$ cat config.mk
export PLATFORM = sky130hd
export DESIGN_NAME = pipe_ctrl
export DESIGN_NICKNAME = d
export VERILOG_FILES = /design/src/rtl/pipe_ctrl.sv
export SDC_FILE = /design/constraint.sdc
export NUM_CORES = 1
export LEC_CHECK = 0
export BUFFER_PORTS_ARGS = -buffer_cell sky130_fd_sc_hd__buf_2
export CORE_MARGIN = 4
export CORE_UTILIZATION = 54
export CTS_CLUSTER_DIAMETER = 80
export CTS_CLUSTER_SIZE = 8
export DETAILED_ROUTE_END_ITERATION = 12
export MAX_ROUTING_LAYER = met4
export PLACE_DENSITY_LB_ADDON = 0.15
export SETUP_SLACK_MARGIN = 0.5
export SYNTH_ARGS = -nofsm -noshare
export SYNTH_HDL_FRONTEND = slang
export SYNTH_SLANG_ARGS = --single-unit
$ cat constraint.sdc
create_clock -name clk -period 3.5 [get_ports clk]
set_input_delay 0.175 -clock clk [delete_from_list [all_inputs] [get_ports clk]]
set_output_delay 0.175 -clock clk [all_outputs]
set_load 0.01 [all_outputs]
$ cat src/rtl/pipe_ctrl.sv
// pipe_ctrl: pipeline sequencer for a 5-stage core (IF/ID/EX/MEM/WB).
// Produces per-stage stall, bubble and flush controls for three cases:
//   - load-use hazards that forwarding cannot cover,
//   - data-memory wait states,
//   - taken-branch squashes.
// It also detects data-memory timeouts and keeps saturating stall/flush counters.
//
// State and counters are registered. The control outputs are combinational
// from the current state and inputs, so a stall applies in the same cycle the
// hazard is seen. While rst is high, every control output is held at 0.
//
// Handshake with data memory: i_mem_req marks an access outstanding in MEM.
// The access completes in the cycle where i_mem_req and i_mem_ready are both 1.
// i_mem_ready with no request is ignored in RUN.
module pipe_ctrl #(
  parameter int MEM_TIMEOUT = 255,
  parameter int CNT_W       = 32
) (
  input  logic             clk,
  input  logic             rst,
  input  logic [4:0]       i_ra_addr_if_id,
  input  logic [4:0]       i_rb_addr_if_id,
  input  logic             i_ra_used_if_id,
  input  logic             i_rb_used_if_id,
  input  logic [4:0]       i_rd_addr_id_ex,
  input  logic             i_is_load_id_ex,
  input  logic             i_branch_taken,
  input  logic             i_mem_req,
  input  logic             i_mem_ready,
  output logic             o_stall_pc,
  output logic             o_stall_if_id,
  output logic             o_stall_id_ex,
  output logic             o_stall_ex_mem,
  output logic             o_bubble_id_ex,
  output logic             o_bubble_mem_wb,
  output logic             o_flush_if_id,
  output logic             o_flush_id_ex,
  output logic             o_mem_fault,
  output logic [CNT_W-1:0] o_stall_cycles,
  output logic [CNT_W-1:0] o_flush_count,
  output logic [1:0]       o_state
);

  typedef enum logic [1:0] {
    ST_RUN      = 2'd0,
    ST_MEM_WAIT = 2'd1,
    ST_FAULT    = 2'd2
  } state_t;

  localparam logic [15:0]      TIMEOUT = 16'(MEM_TIMEOUT);
  localparam logic [CNT_W-1:0] CNT_MAX = {CNT_W{1'b1}};

  state_t           r_state;
  logic [15:0]      r_wait_cnt;
  logic [CNT_W-1:0] r_stall_cycles;
  logic [CNT_W-1:0] r_flush_count;

  logic w_lu;
  logic w_mw;
  logic w_freeze;
  logic w_dispatch;
  logic w_flush_evt;

  logic w_stall_pc;
  logic w_stall_if_id;
  logic w_stall_id_ex;
  logic w_stall_ex_mem;
  logic w_bubble_id_ex;
  logic w_bubble_mem_wb;
  logic w_flush_if_id;
  logic w_flush_id_ex;
  logic w_mem_fault;

  // Hazard terms from the current inputs.
  always_comb begin
    w_lu = i_is_load_id_ex && (i_rd_addr_id_ex != 5'd0) &&
           ((i_ra_used_if_id && (i_rd_addr_id_ex == i_ra_addr_if_id)) ||
            (i_rb_used_if_id && (i_rd_addr_id_ex == i_rb_addr_if_id)));
    w_mw = i_mem_req && !i_mem_ready;
  end

  // Control decode.
  // Freeze: a new wait in RUN, or an unfinished wait in MEM_WAIT.
  // Dispatch: a RUN cycle with no wait, or the ready cycle that ends a wait
  // (a pending branch or load-use hazard is acted on in that same cycle).
  always_comb begin
    w_freeze        = 1'b0;
    w_dispatch      = 1'b0;
    w_flush_evt     = 1'b0;
    w_stall_pc      = 1'b0;
    w_stall_if_id   = 1'b0;
    w_stall_id_ex   = 1'b0;
    w_stall_ex_mem  = 1'b0;
    w_bubble_id_ex  = 1'b0;
    w_bubble_mem_wb = 1'b0;
    w_flush_if_id   = 1'b0;
    w_flush_id_ex   = 1'b0;
    w_mem_fault     = 1'b0;
    if (!rst) begin
      w_freeze   = ((r_state == ST_RUN) && w_mw) ||
                   ((r_state == ST_MEM_WAIT) && !i_mem_ready);
      w_dispatch = ((r_state == ST_RUN) && !w_mw) ||
                   ((r_state == ST_MEM_WAIT) && i_mem_ready);
      if (r_state == ST_FAULT) begin
        w_mem_fault     = 1'b1;
        w_flush_if_id   = 1'b1;
        w_flush_id_ex   = 1'b1;
        w_bubble_mem_wb = 1'b1;
      end else if (w_freeze) begin
        w_stall_pc      = 1'b1;
        w_stall_if_id   = 1'b1;
        w_stall_id_ex   = 1'b1;
        w_stall_ex_mem  = 1'b1;
        w_bubble_mem_wb = 1'b1;
      end else if (w_dispatch && i_branch_taken) begin
        // A load-use hazard in this cycle is squashed along with the branch shadow.
        w_flush_evt   = 1'b1;
        w_flush_if_id = 1'b1;
        w_flush_id_ex = 1'b1;
      end else if (w_dispatch && w_lu) begin
        w_stall_pc     = 1'b1;
        w_stall_if_id  = 1'b1;
        w_bubble_id_ex = 1'b1;
      end
    end
  end

  // Sequencer state and wait-cycle counter.
  always_ff @(posedge clk or posedge rst) begin
    if (rst) begin
      r_state    <= ST_RUN;
      r_wait_cnt <= 16'd0;
    end else begin
      case (r_state)
        ST_RUN: begin
          if (w_mw) begin
            r_state    <= ST_MEM_WAIT;
            r_wait_cnt <= 16'd1;
          end
        end
        ST_MEM_WAIT: begin
          if (i_mem_ready) begin
            r_state <= ST_RUN;
          end else if (r_wait_cnt == TIMEOUT) begin
            r_state <= ST_FAULT;
          end else begin
            r_wait_cnt <= r_wait_cnt + 16'd1;
          end
        end
        ST_FAULT: begin
          r_state <= ST_RUN;
        end
        default: begin
          r_state <= ST_RUN;
        end
      endcase
    end
  end

  // Saturating performance counters.
  always_ff @(posedge clk or posedge rst) begin
    if (rst) begin
      r_stall_cycles <= '0;
      r_flush_count  <= '0;
    end else begin
      if (w_stall_pc && (r_stall_cycles != CNT_MAX)) begin
        r_stall_cycles <= r_stall_cycles + 1'b1;
      end
      if (w_flush_evt && (r_flush_count != CNT_MAX)) begin
        r_flush_count <= r_flush_count + 1'b1;
      end
    end
  end

  assign o_stall_pc      = w_stall_pc;
  assign o_stall_if_id   = w_stall_if_id;
  assign o_stall_id_ex   = w_stall_id_ex;
  assign o_stall_ex_mem  = w_stall_ex_mem;
  assign o_bubble_id_ex  = w_bubble_id_ex;
  assign o_bubble_mem_wb = w_bubble_mem_wb;
  assign o_flush_if_id   = w_flush_if_id;
  assign o_flush_id_ex   = w_flush_id_ex;
  assign o_mem_fault     = w_mem_fault;
  assign o_stall_cycles  = r_stall_cycles;
  assign o_flush_count   = r_flush_count;
  assign o_state         = r_state;

endmodule

==> flow_metrics.tcl <==
set metrics [dict create \
    final.setup.worst_slack_ps 1090 \
    min_path_type "primary input to register" \
    endpoint_kind "register" \
    fmax_mhz 414 \
    nets 516 \
    place.gp.congestion 0.806 \
    rsz0062_at_grt "no" \
    yosysWarnings 0 \
    worst_pin_slew_ps 1000 \
    critical_path.cell_chain "o21ba_1, or4b_4, a31oi_4, inv_4, nor2_1, nand3_1, xnor2_1" \
    arrival_ps 2640 \
    ctsHtreeMaxLevel 3 \
    diodes 0 \
    clkLatencyLatePin_ps 340 \
    pin_count 98 \
    grt_pass1_vias 3074 \
    routed_wl_mm 8.38 \
    netlist_instances 389 \
    io_buffers 97 \
    most-common-layout-cells "buf_2 (97), dfrtp_1 (82), xnor2_1 (64)" \
    cts_resized 0 \
    fp.dieH_microns 95.0 \
    cpPeakStageDelay_ps 530 \
    routed_wire_length_per_instance_microns 14.1 \
    crit_required_ps 3730 \
    top_usage_layer "met2" \
    worst-path-buf-inv 1 \
    start_util 0.561 \
    fin_skew_ps 12.9 \
    synthesis.nets 415 \
    min_period_over_period 0.690 \
    die_area_sq_um 9030 \
    final_common_cell "buf_2" \
    antenna_found_initial 0 \
    p_per_area_nw_per_um2 460 \
    peakVddDrop_uv 264 \
    yosysSeqAreaShare 0.502 \
    gr-usage-met2 0.319 \
    num_rows 31 \
    synth_cell_type_count 39 \
    met1_usage 0.276 \
    dr.pass1.iters 4 \
    setup-violations-final 0 \
    layout-drive-gt1-share 0.263 \
    p_leak_nw 2.39 \
    numCtsBuffers 9 \
    grt_max_degree 83 \
    yosys_register_bits 82 \
    core_region_area_sq_um 7290 \
    status "finished, final reports clean" \
    cap_violations 0 \
    cp_top_family "simple AND/OR/NAND/NOR gates" \
    slew_violations 0 \
    cts_sinks 82 \
    grt_pass1_wl_mm 14.2 \
    drtIter0Drc 151 \
    critPathLaunchType "register" \
    drc_errors 0 \
    vias 3221 \
    die_w_microns 95.0 \
    dpl.hpwl_mm 6.22 \
    path_class "register to register" \
    hold_viol 0 \
    dpl_worst_slack_ps 1100 \
    critPathMaxFanout 9 \
    hold_buffers 0 \
    ant_nets 0 \
    routed_via_density 5.42 \
    track_usage 0.206 \
    total_power_w 0.00227 \
    crit_path_top_delay_cell "or4b_4" \
    cts_root_buf "clkbuf_8" \
    cts_tree "yes" \
    finalCriticalPeriod_ps 2410 \
    cts.clk_slew.worst_paths_ps 80 \
    clock_path_buffers 2 \
    syn_area_sq_um 4090 \
    syn_to_final_growth_pct 20.6 \
    grt_overflow 0 \
    use_met3 0.0303 \
    tns_ps 0 \
    post_cts_buffers 0 \
    relSlewSlack 0.332 \
    syn_area_per_cell_sq_um 10.5 \
]
## area by class of cell
| cell class | count | area [sq um] |
|---|---|---|
| clock buffer | 10 | 128 |
| multi-input combinational | 288 | 1940 |
| tap | 99 | 124 |
| inverter | 9 | 40.0 |
| clock inverter | 6 | 138 |
| timing repair buffer | 100 | 508 |
| sequential | 82 | 2050 |
| fill | 607 | 2360 |
## report_power, final
part	leakage, nW	switching (W)	internal [W]
logic	1.15	0.000152	0.000129
clock network	0.131	0.000336	0.000550
registers	1.11	0.0000900	0.00101
## per-layer routing
layer / routed length (microns) / part of all wire / vias up
met1: 3820 / 0.46 / 1555
li1: - / - / 1566
met2: 4010 / 0.48 / 91
met3: 450 / 0.054 / 9
met4: 105 / 0.013 / 0
met5: 0 / 0 / -
## path summary, 6_finish.rpt
kind | cells past startpoint | slack (ps) | startpoint | endpoint
worst max-delay path | 7 | 1090 | o_state[0] | o_flush_count[7]
worst min-delay path | 2 | 40 | i_mem_ready | o_state[1]
worst max register to register | 7 | 1090 | o_state[0] | o_flush_count[7]
worst min register to register | 1 | 490 | o_stall_cycles[7] | o_stall_cycles[7]
max in group asynchronous | 3 | 2630 | rst | o_flush_count[7]
min in group asynchronous | 3 | 210 | rst | r_wait_cnt[14]
## cell families (layout without fill, tap and decap cells)
| logic type | count (synthesis) | after routing | share of synthesized area |
|---|---|---|---|
| compound gates | 15 | 15 | 0.0269 |
| xor+xnor | 84 | 84 | 0.182 |
| fa+ha+maj | 3 | 3 | 0.00918 |
| buf+inv | 19 | 125 | 0.0245 |
| flops | 82 | 82 | 0.502 |
| mux | 2 | 2 | 0.00551 |
| simple gates | 184 | 184 | 0.250 |
## Yosys cell counts
library cell  instances  area [sq um]
dfrtp_1              82          2050
buf_4                 3          22.5
a21oi_2               2          17.5
xnor2_2               1          16.3
or3_1                 4          25.0
o22ai_1               1          6.26
nand4b_4              1          23.8
o21ba_1               1          10.0
buf_6                 2          22.5
nand2_1              27           101
o21a_1                2          15.0
inv_4                 1          6.26
and4_1                6          52.6
nand3_1              36           180
inv_1                 8          30.0
clkbuf_1              5          18.8
or4_4                 1          11.3
or4b_4                1          13.8
nand4b_1              1          8.76
xnor2_1              64           561
xor2_1               19           166
nor3_1               10          50.1
a21oi_1               3          15.0
or4b_1                1          10.0
nor3_4                2          32.5
nand2b_1              1          6.26
nor4b_1               1          8.76
nor2b_1               4          25.0
nand4_1              31           194
and3b_1               1          8.76
or2_2                 1          6.26
and3_1               15          93.8
a31oi_4               1          21.3
and2_1                4          25.0
nor2_1               32           120
nor4_1                4          25.0
o21ai_0               5          25.0
mux2_2                2          22.5
ha_1                  3          37.5
## state kept, by name (all words and copies together) (netlist names)
name,count
o_state,2
o_flush_count,32
o_stall_cycles,32
r_wait_cnt,16
## through the flow
step / cells / cell area (sq um) / utilization / hold slack [ps]
floorplan: 389 / 4090 / - / 241
global placement: 578 / 4670 / 0.640 / 382
detailed placement: 578 / 4670 / 0.640 / 395
CTS: 594 / 4930 / 0.676 / 19.5
global route: 594 / 4930 / 0.676 / 26.7
finish: 594 / 4930 / 0.676 / 40.4
No activity file was read; power rests on OpenSTA's default activity.
